**src/rtl/i2c_dma_fifo.sv**
```systemverilog
// Byte FIFO for the I2C datapath with a burst-request DMA engine on one side.
// DIR = 0: DMA writes and the shifter reads (TX). DIR = 1: shifter writes and DMA reads (RX).
module i2c_dma_fifo #(
  parameter int unsigned DATA_WIDTH = 8,
  parameter int unsigned DEPTH      = 16,
  parameter bit          DIR        = 1'b0,
  localparam int unsigned AW        = $clog2(DEPTH)
) (
  input  logic                  i2c_core_clk,
  input  logic                  i2c_rst,
  input  logic                  wr_en_i,
  input  logic [DATA_WIDTH-1:0] wr_data_i,
  input  logic                  rd_en_i,
  output logic [DATA_WIDTH-1:0] rd_data_o,
  output logic                  full_o,
  output logic                  empty_o,
  output logic [AW:0]           level_o,
  input  logic                  flush_i,
  input  logic                  dma_en_i,
  input  logic [AW:0]           burst_i,
  input  logic [15:0]           xfer_len_i,
  output logic                  dma_req_o,
  output logic                  dma_lreq_o,
  input  logic                  dma_clr_i,
  input  logic                  dma_tc_i,
  output logic                  done_o,
  output logic                  ovf_o,
  output logic                  udf_o,
  input  logic                  err_clr_i
);

  localparam logic [AW:0] LvlFull = DEPTH[AW:0];

  typedef enum logic [2:0] {StIdle, StArm, StReq, StHold, StDone} state_e;

  logic [DATA_WIDTH-1:0] mem_q [DEPTH];
  logic [AW-1:0]         wr_ptr_q, rd_ptr_q;
  logic [AW:0]           level_q, level_d;
  logic                  full_q, empty_q, ovf_q, udf_q;
  logic                  push_ok, pop_ok, ovf_set, udf_set;

  state_e                state_q, state_d;
  logic [15:0]           remain_q, remain_d;
  logic                  req_q, lreq_q, done_q, done_d;
  logic                  dma_beat, req_cond, in_req, last;

  // A full FIFO still accepts a push when a pop frees the slot in the same cycle.
  always_comb begin
    push_ok = wr_en_i && !flush_i && ((level_q != LvlFull) || rd_en_i);
    pop_ok  = rd_en_i && !flush_i && (level_q != '0);
    ovf_set = wr_en_i && !flush_i && (level_q == LvlFull) && !rd_en_i;
    udf_set = rd_en_i && !flush_i && (level_q == '0);
    level_d = level_q;
    if (flush_i) begin
      level_d = '0;
    end else if (push_ok && !pop_ok) begin
      level_d = level_q + 1'b1;
    end else if (pop_ok && !push_ok) begin
      level_d = level_q - 1'b1;
    end
  end

  always_ff @(posedge i2c_core_clk) begin
    if (i2c_rst) begin
      for (int unsigned i = 0; i < DEPTH; i++) mem_q[i] <= '0;
      wr_ptr_q <= '0;
      rd_ptr_q <= '0;
      level_q  <= '0;
      full_q   <= 1'b0;
      empty_q  <= 1'b1;
      ovf_q    <= 1'b0;
      udf_q    <= 1'b0;
    end else begin
      if (push_ok) mem_q[wr_ptr_q] <= wr_data_i;
      if (flush_i) begin
        wr_ptr_q <= '0;
        rd_ptr_q <= '0;
      end else begin
        if (push_ok) wr_ptr_q <= wr_ptr_q + 1'b1;
        if (pop_ok)  rd_ptr_q <= rd_ptr_q + 1'b1;
      end
      level_q <= level_d;
      full_q  <= (level_d == LvlFull);
      empty_q <= (level_d == '0);
      if (ovf_set)        ovf_q <= 1'b1;
      else if (err_clr_i) ovf_q <= 1'b0;
      if (udf_set)        udf_q <= 1'b1;
      else if (err_clr_i) udf_q <= 1'b0;
    end
  end

  always_comb begin
    dma_beat = DIR ? pop_ok : push_ok;
    if (DIR) begin
      req_cond = (level_q >= burst_i) || ((remain_q != '0) && (16'(level_q) >= remain_q));
    end else begin
      req_cond = (LvlFull - level_q) >= burst_i;
    end
  end

  always_comb begin
    state_d  = state_q;
    remain_d = remain_q;
    done_d   = 1'b0;
    if (dma_beat && (remain_q != '0)) remain_d = remain_q - 16'd1;
    unique case (state_q)
      StIdle: begin
        if (dma_en_i) begin
          remain_d = xfer_len_i;
          if (xfer_len_i == '0) begin
            state_d = StDone;
            done_d  = 1'b1;
          end else begin
            state_d = StArm;
          end
        end
      end
      StArm: if (req_cond) state_d = StReq;
      StReq: begin
        if (dma_tc_i) begin
          state_d = StDone;
          done_d  = 1'b1;
        end else if (dma_clr_i) begin
          state_d = StHold;
        end
      end
      StHold: begin
        if (remain_q == '0) begin
          state_d = StDone;
          done_d  = 1'b1;
        end else begin
          state_d = StArm;
        end
      end
      StDone: state_d = StDone;
      default: state_d = StIdle;
    endcase
    if (!dma_en_i) begin
      state_d = StIdle;
      done_d  = 1'b0;
    end
    // Request stays up only while REQ persists, so it drops on the clr/tc edge.
    in_req = (state_q == StReq) && (state_d == StReq);
    last   = remain_d <= 16'(burst_i);
  end

  always_ff @(posedge i2c_core_clk) begin
    if (i2c_rst) begin
      state_q  <= StIdle;
      remain_q <= '0;
      req_q    <= 1'b0;
      lreq_q   <= 1'b0;
      done_q   <= 1'b0;
    end else begin
      state_q  <= state_d;
      remain_q <= remain_d;
      req_q    <= in_req && !last;
      lreq_q   <= in_req && last;
      done_q   <= done_d;
    end
  end

  assign rd_data_o  = mem_q[rd_ptr_q];
  assign full_o     = full_q;
  assign empty_o    = empty_q;
  assign level_o    = level_q;
  assign ovf_o      = ovf_q;
  assign udf_o      = udf_q;
  assign dma_req_o  = req_q;
  assign dma_lreq_o = lreq_q;
  assign done_o     = done_q;

endmodule

```
**config.mk**
```make
export PLATFORM = sky130hd
export DESIGN_NAME = i2c_dma_fifo
export DESIGN_NICKNAME = d
export VERILOG_FILES = /design/src/rtl/i2c_dma_fifo.sv
export SDC_FILE = /design/constraint.sdc
export NUM_CORES = 1
export LEC_CHECK = 0
export BUFFER_PORTS_ARGS = -buffer_cell sky130_fd_sc_hd__buf_4
export CAP_MARGIN = 20
export CORE_ASPECT_RATIO = 1.5
export CORE_MARGIN = 5
export CORE_UTILIZATION = 35
export DETAILED_ROUTE_END_ITERATION = 8
export SLEW_MARGIN = 0
export SYNTH_ARGS = -nofsm -noshare
export SYNTH_HDL_FRONTEND = slang
export SYNTH_SLANG_ARGS = --single-unit
```
**constraint.sdc**
```tcl
create_clock -name i2c_core_clk -period 7.4 [get_ports i2c_core_clk]
set_input_delay 0.37 -clock i2c_core_clk [delete_from_list [all_inputs] [get_ports i2c_core_clk]]
set_output_delay 0.37 -clock i2c_core_clk [all_outputs]
set_load 0.02 [all_outputs]
```
# Word level (Yosys, flattened, before mapping)

Memory sizes are Yosys's and may differ from the RTL's. A register that Yosys moved wholly into a read port is not among the register bits.
Cells that the tools add are included.

Bits in registers: 39
RAM bits: 128
Input bits: 38
Output and inout bits: 20
Word-level logic and storage cells: 91
Memories kept: 1

Memories:

| memory | depth | width | rd ports | clocked after Yosys merged registers in | wr ports | RTL line | text |
|---|---|---|---|---|---|---|---|
| mem_q  | 16    | 8     | 1        | 1                                       | 16       | 36       | `logic [DATA_WIDTH-1:0] mem_q [DEPTH];` |

Add/sub/neg operators: 6
Order comparisons: 2
Equal/unequal tests: 8
Muxes and demuxes: 30
Bitwise logic cells: 1
Reductions and logical operators: 31

Operator list:

| kind                                                                  | count |
|---|---|
| 16-bit two-way mux                                                    | 3 |
| 16-bit logical NOT                                                    | 2 |
| 3-bit two-way mux                                                     | 6 |
| 16-bit by 5-bit <= comparator with 1-bit output                       | 1 |
| 16-bit nonzero test                                                   | 1 |
| 16-bit by 1-bit subtractor with 16-bit output, second input constant  | 1 |
| 5-bit two-way mux                                                     | 3 |
| 3-bit case mux with 5 select lines                                    | 1 |
| 1-bit logical AND                                                     | 13 |
| 1-bit two-way mux                                                     | 12 |
| 4-bit two-way mux                                                     | 3 |
| 5-bit equality test, second input constant                            | 2 |
| 5-bit logical NOT                                                     | 2 |
| 3-bit by 2-bit equality test with 1-bit output, second input constant | 3 |
| 4-bit by 1-bit adder with 4-bit output, second input constant         | 2 |
| 8-bit two-way mux                                                     | 1 |
| 8-bit OR reduction                                                    | 1 |
| 5-bit by 1-bit adder with 5-bit output, second input constant         | 1 |
| 5-bit >= comparator                                                   | 1 |
| 1-bit logical NOT                                                     | 5 |
| 5-bit inequality test, second input constant                          | 1 |
| 5-bit nonzero test                                                    | 1 |
| 5-bit by 1-bit subtractor with 5-bit output, second input constant    | 1 |
| 5-bit subtractor, first input constant                                | 1 |
| other kinds (8)                                                       | 10 |

# Depth between registers and ports, before layout

Gate-level depths: netlist of run 1.

Depth in word-level cells: 10
Depth in mapped cells: 19
Depth with buffers taken out: 18

# Worst setup path before layout of run 1

Ideal clock, no wire load.

Kind: register to register
From: reg level_q[0], in the netlist level_o[0]
To: reg lreq_q, in the netlist dma_lreq_o
Library setup time: 87 ps
Data arrival time: 3559 ps
Data required time: 7313 ps
Slack: 3754 ps
Stages on the path, launching flop included: 20
Path buffers: 1
Period minus slack after synthesis: 3646 ps
Path through: dfxtp_1 inv_1 ha_1 nor3b_1 ha_1 and2b_4 nand2b_1 clkbuf_1 nor2_1 nand2_1 o21ai_0 o21ai_0 ha_1 nor2b_1 o21ai_0 nand2b_1 a211oi_1 o21ai_0 nor4_2 nor4b_2

Word-level cells in the longest chain between the ends: 9
Elaborated cells on any way between the ends: 16
Those cells by class: add/sub: 1; order compare: 2; eq/ne: 2; mux: 6; reduce/logical: 5

Ends and longest elaborated chain:

| element                                           | RTL line | text |
|---|---|---|
| start: declaration                                | 38       | `logic [AW:0] level_q, level_d;` |
| start signal: assignment                          | 82       | `level_q <= level_d;` |
| 5-bit inequality test *                           | 49       | `push_ok = wr_en_i && !flush_i && ((level_q != LvlFull) \|\| rd_en_i);` |
| 1-bit logical OR *                                | 49       |  |
| 1-bit logical AND *                               | 49       |  |
| 1-bit logical AND *                               | 105      | `if (dma_beat && (remain_q != '0)) remain_d = remain_q - 16'd1;` |
| 16-bit two-way mux *                              | 105      |  |
| 16-bit two-way mux                                | 108      | `if (dma_en_i) begin` |
| 16-bit two-way mux *                              | 106      | `unique case (state_q)` |
| net remain_d[1]                                   | 43       | `logic [15:0] remain_q, remain_d;` |
| 16-bit by 5-bit <= comparator with 1-bit output * | 144      | `last = remain_d <= 16'(burst_i);` |
| 1-bit logical AND *                               | 158      | `lreq_q <= in_req && last;` |
| end signal: assignment                            | 158      |  |
| end: declaration                                  | 44       | `logic req_q, lreq_q, done_q, done_d;` |

The timed path passes the listed nets; every way through them passes the cells marked *.
A chain may end at the register's enable or synchronous reset.

# Worst setup path after layout of run 1

Ends and elaborated chain as after synthesis.

==> flow_summary.ini, run 1 <==
[sta]
finalSetupViolations = 0
fin_skew_ps = 11.0
worstMarginPinSlew_ps = 930
fin_tns_setup_ps = 0
post-route-period-util = 0.545
layout_min_cycle_time_ps = 4030
maxSlewHeadroom = 0.378
max_freq_ghz = 0.248
rsz0062_at_grt = no
hold_viol = 0
slew_violations = 0

[detailed_routing]
antenna_left = 0
wirelength_um = 19800
vias = 5266
first_pass_iters = 4
viasPerCell = 4.96
wire_per_inst_um = 18.6
drc = 0
drt_iter0_drc = 292

[worst_setup_path]
critPathCaptureType = register
r2r-start = level_o[0]
cp_max_fo = 13
cp.required_ps = 7750
start_kind = register
worstPathArrival_ps = 4380
startpoint = level_o[0]
crit_type = reg2reg

[logic_synthesis]
synth_ff_type = edfxtp_1
synth_edf_count = 128
syn_nets = 724
async_reset_ff_frac = 0
synth_sequential_area_ratio = 0.559
avgSynthCellArea_um2 = 12.6
ys_warn_count = 0
yosysUniqueCellTypes = 53
ys_seq_elements = 171
synth_area_um2 = 8410
postSynthCellCount = 666

[place]
io_buffers = 57
hpwl_um = 14600
routabilityCongestion = 0.855
dpl_cell_area_um2 = 9260

[floorplan]
ioPinCount = 58
core_um2 = 23700
rows = 69
die-area_um2 = 27300
die_w_um = 137
die_h_um = 200
start_util = 0.354

[clock_network]
cts_sinks = 171
cts-root-buf = clkbuf_16
clk_latency_ps = 430
cts_hold_buf = 0
cts_tree = done
cts_buffer_depth = 2
cts_buffers = 17
htreeDepth = 4
post_cts_resize_count = 0
path_clk_slew_ps = 70
cts_setup_buffers = 0

[cells_and_area]
layout-drive-gt1-share = 0.226
antenna_cells = 0
layout.nets = 787
final_cell_area_um2 = 9910
areaGrowthSynthToFinish_pct = 17.8

[grt]
overflow = 0
grt_pass1_vias = 5590
grtUsageTotal = 0.153
grt_max_degree = 33
antenna_found_initial = 0
grt_first_pass_wirelength_um = 31300

[job]
drv_cap = 0

[status]
status = complete, no violations

[power_and_ir_drop]
leakagePower_nw = 3.66
power_density_nw_per_um2 = 228
ir_drop_v = 0.000132
p_total_w = 0.00226

[worst_hold_path]
min_from = xfer_len_i[0]
min_path_type = in2reg
layout make-up:
type                       instances  area (µm²)
fill                            2222       13800
sequential                       171        4710
tap                              319         399
clock inverter                     8        77.6
multi-input combinational        447        3530
timing repair buffer              77         576
inverter                          15        56.3
clock buffer                      24         568
kinds of logic after synthesis:
family,count (synthesis),share of synthesized area
and+or+nand+nor,290,0.199
DFF,171,0.559
AOI/OAI and AO/OA,71,0.0552
buffers and inverters,48,0.0228
muxes,43,0.111
xor gates and xnor gates,23,0.0239
adders and majority gates,20,0.0297
synthesized netlist by cell type, types with 2 or more instances:
master / n / area [µm²]
or4_1: 4 / 30.0
nand3_1: 5 / 25.0
a21oi_1: 14 / 70.1
dfxtp_1: 43 / 861
buf_2: 3 / 15.0
mux4_2: 40 / 901
nor2_1: 55 / 206
inv_1: 15 / 56.3
a211oi_1: 10 / 75.1
a21o_1: 3 / 22.5
buf_1: 6 / 22.5
ha_1: 20 / 250
nor4_1: 11 / 68.8
o22ai_1: 2 / 12.5
or2_2: 7 / 43.8
or2_1: 2 / 12.5
a31oi_1: 4 / 25.0
o31a_1: 2 / 17.5
nor4_4: 2 / 42.5
or3_1: 6 / 37.5
xor2_1: 11 / 96.3
edfxtp_1: 128 / 3840
nor3b_1: 2 / 15.0
mux2i_1: 3 / 30.0
clkbuf_1: 23 / 86.3
nor4_2: 2 / 25.0
nor3_1: 10 / 50.1
nand2b_1: 7 / 43.8
a22oi_1: 4 / 30.0
nand4_1: 3 / 18.8
xnor2_1: 12 / 105
nor2b_1: 4 / 25.0
nand3b_1: 2 / 15.0
and2_1: 133 / 832
nand2_1: 27 / 101
o21ai_0: 24 / 120
per-stage QoR:
step                 util  cells  hold slack (ps)  setup WS [ps]
finish              0.417   1061              211           3370
global route        0.417   1061              204           2890
CTS                 0.417   1060              192           3360
detailed placement  0.390   1028              467           3410
global placement    0.390   1028              459           3480
floorplan               -    666              443           3750
state kept, by name, indices dropped and copies added (netlist names), named ones only:
register	cells
level_o	5
state_q	3
empty_o	1
remain_q	16
rd_ptr_q	4
done_o	1
dma_lreq_o	1
wr_ptr_q	4
full_o	1
udf_o	1
ovf_o	1
mem_q	128
dma_req_o	1
routing by layer:
metal  global-route usage  up-vias  part of all wire
met5                    0        -                 0
met4               0.0665        0             0.030
met3               0.0243       27             0.026
met2                0.304       89              0.58
met1                0.154     2592              0.36
li1                     -     2558                 -
final timing paths:
kind	to	slack (ps)	depth (start not counted)
worst min-delay path	remain_q[0]	210	3
worst min register to register	udf_o	470	2
worst max register to register	dma_lreq_o	3370	18
worst max-delay path	dma_lreq_o	3370	18
placed cells by master (no fill, tap or decap), types with 3 or more instances in the layout:
cell type,instances
xor2_1,11
nand2_1,27
a211oi_1,10
or4_1,4
nand3_1,5
edfxtp_1,128
nor2_1,55
inv_1,15
nor4_1,10
mux2i_1,3
nor4_2,3
a31oi_1,4
or3_1,6
nor2b_1,4
inv_8,3
o21ai_0,24
ha_1,20
and2_1,133
a21oi_1,14
buf_4,76
a22oi_1,4
a21o_1,3
inv_6,4
nand2b_1,7
dfxtp_1,42
clkbuf_16,22
or2_2,7
nand4_1,3
mux4_2,40
nor3_1,10
xnor2_1,12
critical path, stage by stage (launching register included):
cell	delay [ps]
dfxtp_1	330
inv_1	150
ha_1	220
nor3b_1	370
ha_1	230
and2b_4	190
nand2b_1	440
nor2_1	230
nand2_1	110
o21ai_0	70
o21ai_0	220
ha_1	280
nor2b_1	130
o21ai_0	130
nand2b_1	80
a211oi_1	220
o21ai_0	130
nor4_2	190
nor4b_2	230
power breakdown:
part	internal, W	total [W]	switching (W)	leakage, nW
clock	0.000553	0.000952	0.000399	0.320
sequential	0.00106	0.00108	0.0000195	1.67
combinational	0.0000921	0.000225	0.000133	1.66
total	0.00171	0.00226	0.000551	3.66
No activity file was read; power rests on OpenSTA's default activity.
==> run 2, diff against run 1 <==
--- a/config.mk
+++ b/config.mk
@@ -5,6 +5,7 @@
 export SDC_FILE = /design/constraint.sdc
 export NUM_CORES = 1
 export LEC_CHECK = 0
+export ABC_AREA = 1
 export BUFFER_PORTS_ARGS = -buffer_cell sky130_fd_sc_hd__buf_4
 export CAP_MARGIN = 20
 export CORE_ASPECT_RATIO = 1.5
==> constraint.sdc (replaced) <==
create_clock -name i2c_core_clk -period 4.1 [get_ports i2c_core_clk]
set_input_delay 0.205 -clock i2c_core_clk [delete_from_list [all_inputs] [get_ports i2c_core_clk]]
set_output_delay 0.205 -clock i2c_core_clk [all_outputs]
set_load 0.02 [all_outputs]
==> run 2 against run 1 <==
  * Global-route usage grew 0.64 points
  * Core utilization shrank 0.93 points
  * Flip-flop and latch count is the same
  * Register-to-register slack lost 2700 ps
  * Wire length grew 13%
  * Worst setup slack lost 2700 ps
  * Critical path type unchanged
==> flow_summary.ini, run 2 <==
[status]
status = complete, no violations

[worst_setup_path]
max_stage_delay_ps = 430
crit_buf_inv = 3
crit_type = reg2reg
cp.required_ps = 4420
cp_max_fo = 14
slowest_stage = dfxtp_1
r2r_slack_ps = 670
reg2reg_depth = 23
r2r-end = dma_req_o
r2r-start = level_o[0]
start_kind = register
worstPathCellList = inv_1 -> ha_1 -> nand2_1 -> nor2_1 -> ha_1 -> nand2_1 -> nand2_4 -> inv_4 -> nand2_8 -> inv_6 -> o21ai_0 -> o211ai_1 -> nand2_1 -> ha_1 -> a21oi_1 -> o21ai_0 -> nand2_1 -> nand2_1 -> o21ai_0 -> a21boi_0 -> nand3_1 -> nor2_1 -> nor2_1
cpMostUsedCell = nand2_1
critPathCaptureType = register
worstPathArrival_ps = 3750
startpoint = level_o[0]
crit_family = simple AND/OR/NAND/NOR gates

[floorplan]
rows = 70
die-area_um2 = 28200
core_um2 = 24400
die_h_um = 203
start_util = 0.357
ioPinCount = 58
die_w_um = 139

[detailed_routing]
wirelength_um = 22400
drt_iter0_drc = 498
drc = 0
vias = 6759
viasPerCell = 4.98
first_pass_iters = 5
wire_per_inst_um = 16.5
antenna_left = 0

[place]
hpwl_um = 16000
dp_slack_ps = 685
io_buffers = 57
routabilityCongestion = 0.851
dpl_cell_area_um2 = 9410

[grt]
grt_pass1_vias = 6685
grtUsageTotal = 0.160
antenna_found_initial = 0
grt_first_pass_wirelength_um = 35100
overflow = 0
grt_max_degree = 50

[worst_hold_path]
min_to = ovf_o
min_path_type = in2reg
min_from = err_clr_i
hold_depth = 4

[cells_and_area]
final_common_cell = nor2_1
largest_register = mem_q
layout-drive-gt1-share = 0.111
antenna_cells = 0
areaGrowthSynthToFinish_pct = 14.5
largest_register_ff_count = 128
final_cell_mix = 202 x nor2_1, 150 x nand2_1, 128 x edfxtp_1
final_cell_area_um2 = 9980
layout.nets = 1077
fillers = 2443

[clock_network]
post_cts_resize_count = 0
cts_buffer_depth = 2
cts_setup_buffers = 0
clk_latency_ps = 440
htreeDepth = 4
cts-root-buf = clkbuf_16
cts_buffers = 17
cts_hold_buf = 0
cts_tree = done
cts_sinks = 171
path_clk_slew_ps = 60

[power_and_ir_drop]
ir_drop_v = 0.000289
leakagePower_nw = 4.07
power_density_nw_per_um2 = 398

[sta]
fin_skew_ps = 18.0
max_freq_ghz = 0.291
hold_viol = 0
rsz0062_at_grt = no
worstMarginPinSlew_ps = 963
finalSetupViolations = 0
fin_ws_ps = 666
slew_violations = 0
post-route-period-util = 0.838
whs_ps = 42.2
fin_tns_setup_ps = 0
layout_min_cycle_time_ps = 3430
maxSlewHeadroom = 0.357

[logic_synthesis]
synth_ff_type = edfxtp_1
netlist_top_cells_count = 202 x nor2_1, 150 x nand2_1, 128 x edfxtp_1, 104 x inv_1, 55 x o21ai_0
async_reset_ff_frac = 0
synth_sequential_area_ratio = 0.540
avgSynthCellArea_um2 = 8.89
synth_edf_count = 128
yosysUniqueCellTypes = 42
synth_area_um2 = 8710
synth_top_area_share = 0.441
yosysTopAreaCell = edfxtp_1
ys_seq_elements = 171
yosysMostFrequentCell = nor2_1
ys_warn_count = 0
synth_area_leaders = edfxtp_1 44%, dfxtp_1 9.9%, nor2_1 8.7%
postSynthCellCount = 980
syn_nets = 1038

[job]
drv_cap = 0
## run 2: cell families (layout without fill, tap and decap cells)
group | Yosys count | in the layout | share of synthesized area
AOI/OAI and AO/OA | 150 | 150 | 0.0994
xor gates and xnor gates | 7 | 7 | 0.00704
adders and majority gates | 20 | 20 | 0.0287
buffers and inverters | 150 | 202 | 0.0682
DFF | 171 | 171 | 0.540
muxes | 32 | 32 | 0.0368
and+or+nand+nor | 450 | 450 | 0.220
## run 2: final cells by class
class	instances	area, µm²	share of cell area
sequential	171	4710	0.472
clock buffer	20	437	0.0438
timing repair buffer	62	498	0.0499
clock inverter	12	101	0.0102
multi-input combinational	659	3410	0.342
inverter	108	413	0.0414
tap	324	405	0.0406
## run 2: worst max path at each step
stage / endpoint / slack, ps / depth (start not counted)
detailed placement: dma_req_o / 690 / 23
floorplan: dma_req_o / 990 / 24
global route: dma_req_o / 320 / 23
global placement: dma_req_o / 780 / 23
finish: dma_req_o / 670 / 23
CTS: dma_req_o / 650 / 23
## run 2: per-stage QoR
stage | utilization | total power, W | std cells
global route | 0.408 | 0.00414 | 1356
detailed placement | 0.385 | 0.00252 | 1323
floorplan | - | 0.00234 | 980
CTS | 0.407 | 0.00399 | 1355
finish | 0.408 | 0.00397 | 1356
global placement | 0.385 | 0.00251 | 1323
## run 2: power breakdown
| part | switching (W) | internal [W] | total (W) |
|---|---|---|---|
| logic | 0.000338 | 0.000175 | 0.000514 |
| clock network | 0.000668 | 0.000828 | 0.00150 |
| registers | 0.0000394 | 0.00192 | 0.00196 |
## run 2: worst register-to-register path: stages, from the launching register on
cell	delay [ps]
dfxtp_1	430
inv_1	110
ha_1	230
nand2_1	70
nor2_1	60
ha_1	210
nand2_1	110
nand2_4	100
inv_4	170
nand2_8	100
inv_6	130
o21ai_0	100
o211ai_1	110
nand2_1	90
ha_1	320
a21oi_1	150
o21ai_0	90
nand2_1	60
nand2_1	40
o21ai_0	170
a21boi_0	230
nand3_1	90
nor2_1	100
nor2_1	50
## run 2: per-layer routing
metal  vias up  wire (µm)  global-route usage
li1       3365          -                   -
met1      3212       8360               0.166
met2       154      12700               0.316
met3        28        733              0.0216
met4         0        517              0.0671
met5         -          0                   0
